File: config.mk
export PLATFORM = sky130hd
export DESIGN_NAME = accel_status_pio
export DESIGN_NICKNAME = d
export VERILOG_FILES = /design/src/rtl/accel_status_pkg.sv /design/src/rtl/accel_status_pio_timer.sv /design/src/rtl/accel_status_pio.sv
export SDC_FILE = /design/constraint.sdc
export NUM_CORES = 1
export LEC_CHECK = 0
export ABC_CLOCK_PERIOD_IN_PS = 4550
export BUFFER_PORTS_ARGS = -buffer_cell sky130_fd_sc_hd__buf_4
export CAP_MARGIN = 20
export CELL_PAD_IN_SITES_DETAIL_PLACEMENT = 1
export CELL_PAD_IN_SITES_GLOBAL_PLACEMENT = 1
export CORE_UTILIZATION = 41
export DETAILED_ROUTE_END_ITERATION = 8
export GPL_ROUTABILITY_DRIVEN = 0
export GPL_TIMING_DRIVEN = 0
export PLACE_DENSITY = 0.88
export SLEW_MARGIN = 20
export SYNTH_ARGS = -nofsm -noshare
export SYNTH_HDL_FRONTEND = slang
export SYNTH_SLANG_ARGS = --single-unit
File: constraint.sdc
create_clock -name clk_clk -period 4.55 [get_ports clk_clk]
set_clock_uncertainty 0.2 [all_clocks]
set_input_delay 0.2275 -clock clk_clk [delete_from_list [all_inputs] [get_ports clk_clk]]
set_output_delay 0.2275 -clock clk_clk [all_outputs]
set_load 0.01 [all_outputs]
File: src/rtl/accel_status_pkg.sv
// ============================================================================
// Module   : accel_status_pkg
// Purpose  : Shared state codes, status-word field positions and error bit
//            indices for the accelerator status PIO block.
// Revision : 1.0 - initial release
// ============================================================================
`default_nettype none

package accel_status_pkg;

  typedef enum logic [2:0] {
    ST_IDLE  = 3'd0,
    ST_RUN   = 3'd1,
    ST_DONE  = 3'd2,
    ST_FAULT = 3'd4
  } state_t;

  localparam int HB_BIT    = 31;
  localparam int STATE_LSB = 28;
  localparam int ERR_LSB   = 24;
  localparam int IDX_LSB   = 16;
  localparam int TIMER_LSB = 0;

  localparam int ERR_OVF      = 0;
  localparam int ERR_UNDERRUN = 1;
  localparam int ERR_DMA      = 2;
  localparam int ERR_PROTO    = 3;

endpackage

`default_nettype wire

File: src/rtl/accel_status_pio_timer.sv
// ============================================================================
// Module   : accel_cycle_timer
// Purpose  : Prescaler plus 16-bit saturating layer-duration counter.
// Revision : 1.0 - initial release
// ============================================================================
`default_nettype none

module accel_cycle_timer #(
  parameter int PRESCALE_LOG2 = 8
) (
  input  logic        clk,
  input  logic        rst,
  input  logic        i_clear,
  input  logic        i_enable,
  output logic [15:0] o_timer
);

  logic        w_tick;
  logic [15:0] r_timer;

  generate
    if (PRESCALE_LOG2 == 0) begin : g_raw
      assign w_tick = 1'b1;
    end else begin : g_presc
      logic [PRESCALE_LOG2-1:0] r_presc;

      always_ff @(posedge clk) begin
        if (rst || i_clear) begin
          r_presc <= '0;
        end else if (i_enable) begin
          r_presc <= r_presc + 1'b1;
        end
      end

      // Timer steps on the same edge the prescaler wraps back to zero.
      assign w_tick = &r_presc;
    end
  endgenerate

  always_ff @(posedge clk) begin
    if (rst || i_clear) begin
      r_timer <= 16'd0;
    end else if (i_enable && w_tick && (r_timer != 16'hFFFF)) begin
      r_timer <= r_timer + 16'd1;
    end
  end

  assign o_timer = r_timer;

endmodule

`default_nettype wire

File: src/rtl/accel_status_pio.sv
// ============================================================================
// Module   : accel_status_pio
// Purpose  : Layer-execution FSM, sticky error flags and packed 32-bit status
//            word for the HPS status PIO. Optional heartbeat bit enabled by
//            defining ACCEL_STATUS_HEARTBEAT_EN.
// Revision : 1.0 - initial release
// ============================================================================
`default_nettype none

module accel_status_pio
  import accel_status_pkg::*;
#(
  parameter int PRESCALE_LOG2 = 8,
  parameter int HB_LOG2       = 26
) (
  input  logic        clk_clk,
  input  logic        reset_reset,
  input  logic        layer_start,
  input  logic        layer_done,
  input  logic [7:0]  layer_idx,
  input  logic [2:0]  err_in,
  input  logic        clr_err,
  output logic [31:0] status_word
);

  state_t      r_state;
  state_t      w_state_nxt;
  logic [3:0]  r_err;
  logic [3:0]  w_err_nxt;
  logic [7:0]  r_idx;
  logic        w_idx_load;
  logic        w_tmr_clr;
  logic        w_tmr_en;
  logic [15:0] w_timer;
  logic        w_hb;

  always_ff @(posedge clk_clk) begin
    if (reset_reset) begin
      r_state <= ST_IDLE;
      r_err   <= 4'd0;
      r_idx   <= 8'd0;
    end else begin
      r_state <= w_state_nxt;
      r_err   <= w_err_nxt;
      if (w_idx_load) begin
        r_idx <= layer_idx;
      end
    end
  end

  always_comb begin
    w_state_nxt = r_state;
    w_err_nxt   = r_err;
    w_idx_load  = 1'b0;
    w_tmr_clr   = 1'b0;
    w_tmr_en    = 1'b0;

    // Clearing first lets a coincident error pulse repopulate the flags.
    if (clr_err) begin
      w_err_nxt = 4'd0;
    end

    if (|err_in) begin
      w_err_nxt[ERR_DMA:ERR_OVF] = w_err_nxt[ERR_DMA:ERR_OVF] | err_in;
      w_state_nxt                = ST_FAULT;
    end else begin
      case (r_state)
        ST_IDLE: begin
          if (layer_start) begin
            w_state_nxt = ST_RUN;
            w_idx_load  = 1'b1;
            w_tmr_clr   = 1'b1;
          end
          if (layer_done) begin
            w_err_nxt[ERR_PROTO] = 1'b1;
          end
        end
        ST_RUN: begin
          if (layer_done) begin
            w_state_nxt = ST_DONE;
          end else begin
            w_tmr_en = 1'b1;
          end
          if (layer_start) begin
            w_err_nxt[ERR_PROTO] = 1'b1;
          end
        end
        ST_DONE: begin
          if (layer_start) begin
            w_state_nxt = ST_RUN;
            w_idx_load  = 1'b1;
            w_tmr_clr   = 1'b1;
          end
          if (layer_done) begin
            w_err_nxt[ERR_PROTO] = 1'b1;
          end
        end
        ST_FAULT: begin
          if (clr_err) begin
            w_state_nxt = ST_IDLE;
            w_tmr_clr   = 1'b1;
          end
        end
        default: begin
          w_state_nxt = ST_IDLE;
        end
      endcase
    end
  end

  accel_cycle_timer #(
    .PRESCALE_LOG2 (PRESCALE_LOG2)
  ) u_timer (
    .clk      (clk_clk),
    .rst      (reset_reset),
    .i_clear  (w_tmr_clr),
    .i_enable (w_tmr_en),
    .o_timer  (w_timer)
  );

`ifdef ACCEL_STATUS_HEARTBEAT_EN
  logic [HB_LOG2-1:0] r_hb_cnt;
  logic               r_hb;

  always_ff @(posedge clk_clk) begin
    if (reset_reset) begin
      r_hb_cnt <= '0;
      r_hb     <= 1'b0;
    end else begin
      r_hb_cnt <= r_hb_cnt + 1'b1;
      if (&r_hb_cnt) begin
        r_hb <= ~r_hb;
      end
    end
  end

  assign w_hb = r_hb;
`else
  logic [31:0] w_unused_hb_log2;
  assign w_unused_hb_log2 = HB_LOG2;
  assign w_hb             = 1'b0;
`endif

  always_comb begin
    status_word                    = 32'd0;
    status_word[HB_BIT]            = w_hb;
    status_word[STATE_LSB +: 3]    = r_state;
    status_word[ERR_LSB +: 4]      = r_err;
    status_word[IDX_LSB +: 8]      = r_idx;
    status_word[TIMER_LSB +: 16]   = w_timer;
  end

endmodule

`default_nettype wire

==> flow_summary.ini <==
[global_route]
grt_util_all_layers_pct = 26.2
first_global_vias = 2069
grt_overflow = 0
grt_pass1_wl_um = 9920
grt_use_met3_pct = 5.96
top_usage_layer = met2
antenna_found_initial = 0
grtUsageMet1_pct = 28.9
grt_max_degree = 14
met2_usage_pct = 48.2

[placement]
place_inst = 316
dp_hpwl_um = 3860
numPortBuffers = 45
dpl_cell_area_um2 = 2280
post-place-ws_ps = 1520

[logic_synthesis]
yosysUniqueCellTypes = 36
synthArstFlopShare_pct = 0
synth_warnings = 0
synth-edff-count = 0
postSynthCellCount = 219
synth_ff_type = dfxtp_1
synth_seq_cells = 39
syn_area_per_cell_um2 = 8.55
syn_nets = 237
ys_seq_area_share_pct = 41.7
syn-cell-area_um2 = 1870

[floorplan]
start_util_pct = 42.7
rows = 24
die_x_um = 69.6
fp.dieH_um = 69.6
num_io_pins = 48
core_um2 = 4380
dieArea_um2 = 4840

[route]
drtAntennaViolNets = 0
vias = 1966
wire_per_inst_um = 17.7
firstDrtPassIters = 4
remaining_drc_errors = 0
vias_per_cell = 5.89
drt_iter0_drc = 152
wl_um = 5900

[outcome]
outcome = complete, no violations

[worst_setup_path]
endpoint_kind = flip-flop
cp-start-kind = flip-flop
crit_type = flip-flop to flip-flop
arrival_ps = 3200
critical_path_required_ps = 4590
critPathMaxFanout = 10

[sta]
finalHoldViolCount = 0
timing.final.crit_period_ps = 3170
setup_tns_ps = 0
hold_ws_ps = 12.6
tightest_slew_ps = 1060
setup_viol = 0
fmax_mhz = 316
slew_violations = 0
max_slew_margin_pct = 28.5
setup_slack_ps = 1380
rsz0062_at_grt = no
final.period_utilization_pct = 69.6

[final_layout]
fin_util_pct = 57.3
nets = 299
finalNonFillerCells = 334
n_fill_cell = 546
layout_common_cells = buf_4 (46), dfxtp_1 (39), a21oi_1 (26)
final_cell_area_um2 = 2510
layout_commonest_cell = buf_4
diodes = 0
syn_to_final_growth_pct = 34.1
drive_gt1_share_pct = 22.3

[worst_hold_path]
hold_class = input pin to flip-flop

[clock_tree]
clk_pin_slew_worst_paths_ps = 80
cts_buffer_depth = 2
cts_max_level = 2
cts_sinks = 39
cts-buffers-inserted = 5
post_cts_buffers = 0
clk_latency_ps = 300
ctsRootBufferMaster = clkbuf_8
cts_tree = done

[pwr]
p_per_area_nw_per_um2 = 300
power_uw = 754
p_leak_nw = 0.911
vdd_drop_max_v = 0.000159

[job]
maxCapViolCount = 0
## report_power, final
group	total [mW]	internal (mW)	switching [mW]
sequential	0.348	0.345	0.00310
clock	0.355	0.219	0.136
combinational	0.0515	0.0245	0.0271
total	0.754	0.588	0.166
## repair_timing
item                                   CTS  global route
hold buffers                            10             0
resized for setup                        0             0
endpoints found under the hold margin   10             0
## kinds of logic (layout without fill, tap and decap cells)
group | count (synthesis) | count (layout) | synth area share, %
simple gates | 109 | 109 | 34.5
compound gates | 41 | 41 | 12.6
flops | 39 | 39 | 41.7
buf+inv | 16 | 79 | 4.27
xor+xnor | 7 | 7 | 3.27
mux | 4 | 4 | 2.14
fa+ha+maj | 2 | 2 | 1.34
other cells | 1 | 1 | 0.200
## per-layer routing
layer  routed length (um)  up-vias
li1                     -      934
met1                 2460      958
met2                 3060       60
met3                  261       14
met4                  116        0
met5                    0        -
## worst max-delay path, cell delays in order (launching register included)
cell and delay [ps]:
dfxtp_1 430, ha_1 260, nand4_1 120, nor4_1 840, clkbuf_1 470, clkbuf_1 460, o21ai_0 180, a21oi_1 140
## layout make-up
cell class | count | area [um^2] | area share, %
repair buffers | 55 | 438 | 17.4
well taps | 52 | 65.1 | 2.59
clock inverters | 3 | 67.6 | 2.69
flip-flops and latches | 39 | 781 | 31.1
plain buffers | 13 | 68.8 | 2.74
clock buffers | 5 | 68.8 | 2.74
inverters | 3 | 11.3 | 0.448
multi-input cells | 164 | 1010 | 40.3
## Yosys cell counts, types with 4 or more instances
cell type	n	share of area (%)
nand3_1	21	5.6
nor2_1	14	2.8
o31ai_1	9	3.6
nand4_1	10	3.3
nand3b_1	4	1.6
nor4_1	4	1.3
a21oi_1	26	6.9
clkbuf_1	9	1.8
nand2_1	19	3.8
dfxtp_1	39	42
mux2i_1	4	2.1
or4_1	9	3.6
xor2_1	4	1.9
and4_1	5	2.3
## worst paths after layout
kind,start,slack [ps],cells past startpoint,to
max,u_timer.o_timer[0],1380,7,u_timer.o_timer[0]
min,layer_idx[2],10,3,r_idx[2]
max reg2reg,u_timer.o_timer[0],1380,7,u_timer.o_timer[0]
min reg2reg,r_idx[1],270,2,r_idx[1]
## state kept, by name, indices dropped and copies added (netlist names)
| name | cells |
|---|---|
| u_timer.g_presc.r_presc | 8 |
| r_idx | 8 |
| r_state | 3 |
| r_err | 4 |
| u_timer.o_timer | 16 |
No activity file was read; power rests on OpenSTA's default activity.
